`src/rtl/load_store_unit.sv`:
```
// Load/store unit: turns one sized, possibly signed memory request into a single
// aligned memory-port access and returns an extended result or an error code.
module load_store_unit #(
  parameter int DATA_W      = 32,
  parameter int ADDR_W      = 32,
  parameter int ENDIAN_SWAP = 1,
  parameter int TIMEOUT     = 1024
) (
  input  logic                clk,
  input  logic                rstn,
  input  logic                req_valid,
  output logic                req_ready,
  input  logic                req_store,
  input  logic [1:0]          req_size,
  input  logic                req_unsigned,
  input  logic [ADDR_W-1:0]   req_addr,
  input  logic [DATA_W-1:0]   req_wdata,
  output logic                resp_valid,
  input  logic                resp_ready,
  output logic [DATA_W-1:0]   resp_data,
  output logic [1:0]          resp_err,
  output logic                mem_en,
  output logic [ADDR_W-1:0]   mem_addr,
  output logic [DATA_W/8-1:0] mem_we,
  output logic [DATA_W-1:0]   mem_wdata,
  input  logic [DATA_W-1:0]   mem_rdata,
  input  logic                mem_done
);

  localparam int BYTES = DATA_W / 8;
  localparam int OFF_W = $clog2(BYTES);
  localparam int CNT_W = $clog2(TIMEOUT + 1);

  typedef enum logic [1:0] {IDLE, ISSUE, WAIT, RESP} state_t;

  state_t              state, state_nxt;
  logic                store_q, uns_q;
  logic [1:0]          size_q, err_q, req_err;
  logic [ADDR_W-1:0]   addr_q;
  logic [DATA_W-1:0]   wdata_q, rdata_q;
  logic [CNT_W-1:0]    cnt;
  logic [OFF_W-1:0]    off;
  logic [2:0]          align_mask;
  logic                accept, timeout_hit, sign_bit;
  logic [BYTES-1:0]    size_mask, we_raw;
  logic [DATA_W-1:0]   wdata_raw, rdata_sw, field, load_result;

  function automatic logic [DATA_W-1:0] byte_rev(input logic [DATA_W-1:0] d);
    logic [DATA_W-1:0] r;
    r = '0;
    for (int i = 0; i < BYTES; i++) r[8*i +: 8] = d[8*(BYTES-1-i) +: 8];
    return r;
  endfunction

  function automatic logic [BYTES-1:0] bit_rev(input logic [BYTES-1:0] d);
    logic [BYTES-1:0] r;
    r = '0;
    for (int i = 0; i < BYTES; i++) r[i] = d[BYTES-1-i];
    return r;
  endfunction

  assign accept      = req_valid && (state == IDLE);
  assign off         = addr_q[OFF_W-1:0];
  assign timeout_hit = (state == WAIT) && !mem_done && (cnt == CNT_W'(TIMEOUT));

  // Illegal size outranks misalignment.
  always_comb begin
    align_mask = 3'b111;
    case (req_size)
      2'd0:    align_mask = 3'b000;
      2'd1:    align_mask = 3'b001;
      2'd2:    align_mask = 3'b011;
      default: align_mask = 3'b111;
    endcase
    if (req_size == 2'd3 && DATA_W == 32) req_err = 2'd3;
    else if (|(req_addr[2:0] & align_mask)) req_err = 2'd1;
    else req_err = 2'd0;
  end

  always_comb begin
    size_mask = '0;
    for (int i = 0; i < BYTES; i++) size_mask[i] = (i < (1 << size_q));
    we_raw    = store_q ? (size_mask << off) : '0;
    wdata_raw = wdata_q << {off, 3'b000};
  end

  // Lane-select after the optional swap, then sign or zero extend.
  always_comb begin
    rdata_sw = (ENDIAN_SWAP != 0) ? byte_rev(mem_rdata) : mem_rdata;
    field    = rdata_sw >> {off, 3'b000};
    case (size_q)
      2'd0:    sign_bit = field[7];
      2'd1:    sign_bit = field[15];
      2'd2:    sign_bit = field[31];
      default: sign_bit = field[DATA_W-1];
    endcase
    load_result = '0;
    for (int i = 0; i < DATA_W; i++)
      load_result[i] = (i < (8 << size_q)) ? field[i] : (sign_bit & ~uns_q);
  end

  always_ff @(posedge clk) begin
    if (!rstn) state <= IDLE;
    else       state <= state_nxt;
  end

  always_comb begin
    state_nxt = state;
    case (state)
      IDLE:    if (accept) state_nxt = (req_err == 2'd0) ? ISSUE : RESP;
      ISSUE:   state_nxt = WAIT;
      WAIT:    if (mem_done || timeout_hit) state_nxt = RESP;
      RESP:    if (resp_ready) state_nxt = IDLE;
      default: state_nxt = IDLE;
    endcase
  end

  always_ff @(posedge clk) begin
    if (!rstn) begin
      store_q <= 1'b0;
      uns_q   <= 1'b0;
      size_q  <= '0;
      addr_q  <= '0;
      wdata_q <= '0;
      rdata_q <= '0;
      err_q   <= '0;
      cnt     <= '0;
    end else begin
      case (state)
        IDLE: begin
          cnt <= '0;
          if (accept) begin
            store_q <= req_store;
            uns_q   <= req_unsigned;
            size_q  <= req_size;
            addr_q  <= req_addr;
            wdata_q <= req_wdata;
            rdata_q <= '0;
            err_q   <= req_err;
          end
        end
        ISSUE: cnt <= CNT_W'(1);
        WAIT: begin
          if (mem_done) begin
            err_q   <= 2'd0;
            rdata_q <= store_q ? '0 : load_result;
          end else if (timeout_hit) begin
            err_q <= 2'd2;
          end else begin
            cnt <= cnt + CNT_W'(1);
          end
        end
        default: ;
      endcase
    end
  end

  always_comb begin
    req_ready  = 1'b0;
    resp_valid = 1'b0;
    resp_data  = '0;
    resp_err   = '0;
    mem_en     = 1'b0;
    mem_addr   = '0;
    mem_we     = '0;
    mem_wdata  = '0;
    if (rstn) begin
      case (state)
        IDLE:  req_ready = 1'b1;
        ISSUE: begin
          mem_en    = 1'b1;
          mem_addr  = {addr_q[ADDR_W-1:OFF_W], {OFF_W{1'b0}}};
          mem_we    = (ENDIAN_SWAP != 0) ? bit_rev(we_raw) : we_raw;
          mem_wdata = (ENDIAN_SWAP != 0) ? byte_rev(wdata_raw) : wdata_raw;
        end
        RESP: begin
          resp_valid = 1'b1;
          resp_data  = rdata_q;
          resp_err   = err_q;
        end
        default: ;
      endcase
    end
  end

endmodule

```
`config.mk`:
```
export PLATFORM = sky130hd
export DESIGN_NAME = load_store_unit
export DESIGN_NICKNAME = d
export VERILOG_FILES = /design/src/rtl/load_store_unit.sv
export SDC_FILE = /design/constraint.sdc
export NUM_CORES = 1
export LEC_CHECK = 0
export CAP_MARGIN = 10
export CORE_ASPECT_RATIO = 1.4
export CORE_UTILIZATION = 49
export DETAILED_ROUTE_END_ITERATION = 7
export MAX_ROUTING_LAYER = met4
export PLACE_DENSITY_LB_ADDON = 0.1
export RECOVER_POWER = 25
export SETUP_SLACK_MARGIN = 0.1
export SYNTH_ARGS = -nofsm -noshare
export SYNTH_HDL_FRONTEND = slang
export SYNTH_SLANG_ARGS = --single-unit
```
`constraint.sdc`:
```
create_clock -name clk -period 3.1 [get_ports clk]
set_input_delay 0.62 -clock clk [delete_from_list [all_inputs] [get_ports clk]]
set_output_delay 0.62 -clock clk [all_outputs]
set_load 0.01 [all_outputs]
```
==> results_dict.tcl <==
set metrics [dict create \
    power_frac_comb_pct 31.9 \
    avgViaCountPerCell 5.794 \
    min_path_type "flip-flop to flip-flop" \
    fin_hold_ws_ns 0.4485 \
    die-height_um 132.9 \
    finalNonFillerCells 1107 \
    cts_root_buf "clkbuf_16" \
    hold_start "addr_q[25]" \
    port_buffers 207 \
    synth.distinct_cells 51 \
    ys.flop_type "dfxtp_1" \
    synth_seq_cells 115 \
    ant_nets 0 \
    cts_sinks 115 \
    path_cells "inv_2 -> ha_1 -> nand2_1 -> inv_1 -> nand2b_1 -> nor2_4 -> and2_1 -> clkdlybuf4s50_1" \
    insertion_delay_ns 0.41 \
    worst_pin_slew_ns 1.362 \
    grt_overflow_total 0 \
    final_common_cell "clkdlybuf4s50_1" \
    power.share.sequential_pct 34.5 \
    r2r_end "rdata_q[15]" \
    rows 47 \
    timing.rr.start "addr_q[0]" \
    slew_violations 0 \
    wl_per_cell_um 17.15 \
    coreArea_mm2 0.01188 \
    worstPathRequired_ns 2.48 \
    reg2reg_depth 6 \
    start_util_pct 50.45 \
    layout-drive-gt1-share_pct 6.563 \
    slowest_delay_ns 0.53 \
    rrSetupSlack_ns 0.64 \
    crit_arrival_ns 2.26 \
    drc 0 \
    cp_slowest_cell "clkdlybuf4s50_1" \
    syn_area_mm2 0.005993 \
    final_cell_mix "202 x clkdlybuf4s50_1, 155 x nand2_1, 113 x dfxtp_1" \
    grt_pass1_wl_um 30140 \
    switchingPower_w 0.001878 \
    skew_ns 0.006811 \
    tritoncts "yes" \
    path_delay_family "buffers and inverters" \
    grt_pass1_vias 6282 \
    postCtsHoldBufs 0 \
    routabilityCongestion 0.9475 \
    ys_seq_area_share_pct 38.41 \
    min_period_over_period_pct 92.78 \
    finalWirelength_um 18980 \
    p_clk_share_pct 33.6 \
    slew_headroom_pct 9.201 \
    ys_warn_count 0 \
    power_density_mw_per_mm2 624.3 \
    critPathMaxFanout 7 \
    grt_usage_pct 31.20 \
    io_pins 210 \
    setup_viol 0 \
    setup-tns-final_ns 0 \
    fmax_mhz 347.7 \
    place_inst 1076 \
    crit_buf_inv 3 \
    h-tree-depth 4 \
    critical_path.startpoint_type "flip-flop" \
    syn_avg_cell_area_um2 7.763 \
    min_to "addr_q[25]" \
    end_kind "output port" \
    finalNetCount 1061 \
    rsz0062_at_grt "yes" \
    cellLeakagePower_nw 3.394 \
    fin_crit_ns 2.876 \
    synth_cells 772 \
    grt_max_degree 74 \
    synthArstFlopShare_pct 0 \
    first_iter_violations 333 \
    post-route-util_pct 73.21 \
    path_class "flip-flop to output port" \
    synth_edf_count 0 \
    worst_slack_ns 0.2238 \
    die_area_mm2 0.01268 \
    cap_violations 0 \
    swShare_pct 34.58 \
    outcome "complete, no violations" \
    dp_slack_ns 0.2622 \
    antenna_cells 0 \
    dr_total_vias 6414 \
    clk_path_buf_depth 2 \
    worst_ir_drop_vdd_mv 0.3878 \
    clkTransAtPathRegs_ns 0.05 \
    antenna_found_initial 0 \
    numCtsBuffers 17 \
    whs_path_depth 2 \
    hold_violations 0 \
    syn_to_final_growth_pct 45.11 \
    fp.dieW_um 95.47 \
    fillers 925 \
    intPower_w 0.003552 \
    drtPass1Iterations 5 \
    dpl.hpwl_um 13130 \
]
[repair_timing]
action / CTS / global route
gates resized for setup: 3 / 6
buffers inserted: 0 / 1
pin swaps: 0 / 2
setup endpoints to repair: 16 / 18
[worst register-to-register path: cells and delay by family, from the launching register on]
kind / cells / cell delay (ns)
flops: 1 / 0.32
compound gates: 2 / 0.86
simple gates: 1 / 0.09
buf+inv: 2 / 0.83
mux: 1 / 0.31
[Yosys cell counts (all sizes together) (8+ instances only)]
master	number	area, um2
nand2	156	585.6
nor2b	19	118.9
o22ai	17	106.4
a21oi	95	475.5
a22o	8	70.07
dfxtp	115	2302
nor2	42	160.2
a22oi	9	67.56
buf	16	83.82
o21ai	21	105.1
a211oi	16	120.1
inv	10	37.54
or3	8	50.05
and3	66	412.9
a2bb2oi	8	70.07
and2	11	68.82
mux2i	36	360.4
clkbuf	52	195.2
[routing by layer]
metal / share of wire (%) / wire [um] / global-route usage, % / vias up
met5: 0 / 0 / - / -
met3: 6.8 / 1297 / 6.552 / 58
met4: 4.5 / 853 / 17.50 / 0
met1: 39 / 7313 / 35.62 / 3001
li1: - / - / - / 3073
met2: 50 / 9519 / 49.88 / 282
[cells by family after synthesis]
family,Yosys count,synth area share [%]
multiplexers,38,6.576
other,1,0.06257
flip-flops,115,38.41
AND/OR/NAND/NOR,325,26.08
AO/OA/AOI/OAI,207,22.07
buffers and inverters,79,5.344
adder cells (fa/ha/maj),7,1.461
[power groups by stage]
stage	Sequential (W)	Combinational (W)	Clock, W
global route	0.00190	0.00191	0.00193
global placement	0.00188	0.00165	0
floorplan	0.00183	0.00117	0
finish	0.00187	0.00173	0.00182
detailed placement	0.00190	0.00170	0
CTS	0.00187	0.00172	0.00184
[registers in the layout, summed over array words and instances, names as in the netlist]
signal / flops
addr_q: 32
cnt: 11
err_q: 2
rdata_q: 32
size_q: 2
state: 2
store_q: 1
uns_q: 1
wdata_q: 32
[final cells by class]
cell class | instances | area, um2 | area share (%)
Inverter | 11 | 42.54 | 0.4891
Clock buffer | 21 | 470.5 | 5.409
Tap cell | 147 | 183.9 | 2.115
Sequential cell | 115 | 2307 | 26.53
Clock inverter | 9 | 82.58 | 0.9495
Multi-Input combinational cell | 579 | 3388 | 38.96
Timing Repair Buffer | 225 | 2222 | 25.55
[worst max-delay path by stage]
stage,from,end,cells past startpoint
floorplan,rstn,resp_valid,5
detailed placement,rstn,mem_wdata[24],7
CTS,state[1],mem_wdata[24],8
finish,state[1],mem_wdata[27],8
global route,state[1],mem_wdata[29],8
global placement,rstn,mem_wdata[29],7
[metrics by stage]
step	power, W	cell area [um2]
after global placement	0.003534	8117
after detailed placement	0.003601	8117
after CTS	0.005429	8680
after global routing	0.005733	8697
final	0.005430	8697
after floorplan	0.002998	5997
Power figures use the tool's default switching activity.
==> RTL edit (same settings) <==
Set the parameter `ADDR_W` to 24 (it was 32).
--- a/src/rtl/load_store_unit.sv
+++ b/src/rtl/load_store_unit.sv
@@ -3,5 +3,5 @@
 module load_store_unit #(
   parameter int DATA_W      = 32,
-  parameter int ADDR_W      = 32,
+  parameter int ADDR_W      = 24,
   parameter int ENDIAN_SWAP = 1,
   parameter int TIMEOUT     = 1024
Interface: changed (resized mem_addr and req_addr); port bits go from 210 to 194. No check against the original RTL was run, so the function may have changed too.
==> RTL edit against the unedited design <==
Die area down 4.0%; power down 16%; wire length down 7.1%; first-iteration DRC count up 6.6%; synthesized area down 4.1%; count of clock-buffer cells in the layout down 12; sequential cell count down 8; worst setup slack better by 0.050 ns; synthesized cell count down 4.8%; cell area down 8.0%.
==> RTL edit: results (changes against the unedited design) <==
| Metric | Value |
|---|---|
| Slew @ Worst Pin | 1.20 ns (-0.161 ns) |
| Vias | 5,999 (-6.5%) |
| Register area share after synthesis | 37.3% (-1.1 points) |
| Commonest cells post-synth | nand2_1 (139), dfxtp_1 (107), a21oi_1 (97) |
| Largest stage delay, worst path | 0.73 ns (+0.20 ns) |
| CP max-delay cell | dfxtp_2 |
| Diodes inserted | 0 (unchanged) |
| Starting DRT DRC Count | 355 (+6.6%) |
| CTS resizes | 0 (-3) |
| Reg clk slew, reported paths | 0.08 ns (+0.03 ns) |
| Outcome | finished clean |
| Worst reg2reg setup slack | 0.53 ns (-0.11 ns) |
| Synth warn | 0 (unchanged) |
| Biggest regs | rdata_q x32, wdata_q x32, addr_q x24 |
| H-tree depth | 3 (-1) |
| FILL cells | 946 (+2.3%) |
| Hold slack final | 0.455 ns (+0.00658 ns) |
| Largest net degree at the start of global routing | 92 (+24%) |
| Delay-heaviest family, CP | flip-flops |
| Final wirelength | 17,600 um (-7.1%) |
| Top cells by area, synth | dfxtp_1 (37%), nand2_1 (9.1%), a21oi_1 (8.4%) |
| Pint | 2880 uW (-19%) |
| CTS Buf Count | 9 (-8) |
| DR vias/cell | 5.79 (about the same) |
| Share of cells above drive strength 1 | 5.27% (-1.3 points) |
| Placed instance area | 7690 um2 (-5.2%) |
| Dpl ws | 0.394 ns (+0.132 ns) |
| Skew final | 0.00919 ns (+0.00238 ns) |
| GRT Total Usage | 29.4% (-1.8 points) |
| Clock Latency Late Sink | 0.35 ns (-0.06 ns) |
| Final nets | 991 (-6.6%) |
| Initial antenna violation count | 0 (unchanged) |
| Placed insts | 1,020 (-5.2%) |
| GPL Wtd Cong | 0.929 (-1.9%) |
| Vias in the first global route | 5,671 (-9.7%) |
| Yosys cell types | 61 (+20%) |
| Root Driver | clkbuf_16 |
| Min Tclk post-route | 2.83 ns (-0.0502 ns) |
| Peak VDD IR | 0.379 mV (-2.2%) |
| CP arrival | 2.21 ns (-0.05 ns) |
| Final hold violations | 0 (unchanged) |
| Leakage | 0.00302 uW (-11%) |
| Max FO, Critical Path | 31 (+24) |
| Synthesized area per cell | 7.82 um2 (+0.74%) |
| DP HPWL | 12,200 um (-6.8%) |
| Buffers added on ports | 191 (-7.7%) |
| First-pass GRT wire length | 27,600 um (-8.5%) |
## RTL edit: cell types whose count changed after synthesis, moves of 9 or more
cell / delta
nand2_1: -17
o22ai_1: -16
o21ai_0: -13
mux2i_1: -9
## RTL edit: logic make-up after synthesis
| group | count (synthesis) | synth area share, % |
|---|---|---|
| AOI/OAI and AO/OA | 196 | 22.4 |
| DFF | 107 | 37.3 |
| and+or+nand+nor | 312 | 26.4 |
| other | 1 | 0.0652 |
| buffers and inverters | 75 | 5.44 |
| adders and majority gates | 7 | 1.52 |
| muxes | 36 | 6.66 |
| xor gates and xnor gates | 1 | 0.152 |
## RTL edit: power groups by stage
stage | Combinational (uW) | Clock [uW] | Sequential, uW
after floorplan | 1110 | 0 | 1700
after global placement | 1560 | 0 | 1760
after detailed placement | 1610 | 0 | 1770
after CTS | 1610 | 1210 | 1740
after global routing | 1780 | 1260 | 1780
final | 1620 | 1200 | 1750
## RTL edit: final timing paths
kind         startpoint           end  cells past startpoint
max           addr_q[1]  mem_wdata[2]                      3
max reg2reg   addr_q[1]   rdata_q[22]                      5
min reg2reg   addr_q[6]     addr_q[6]                      2
min           addr_q[6]     addr_q[6]                      2
## RTL edit: layout make-up
class / instances / area, um2 / share of cell area [%]
tap: 144 / 180 / 2.25
clock buffer: 9 / 225 / 2.81
timing repair buffer: 206 / 2030 / 25.4
multi-input combinational: 554 / 3310 / 41.3
clock inverter: 7 / 83.8 / 1.05
sequential: 107 / 2140 / 26.8
inverter: 9 / 33.8 / 0.422
## RTL edit: layer usage
metal | wire length [um] | track usage [%] | vias to the layer above
met5 | 0 | - | -
met1 | 7170 | 35.4 | 2778
li1 | - | - | 2903
met4 | 456 | 10.7 | 0
met2 | 8760 | 50.1 | 285
met3 | 1250 | 3.90 | 33
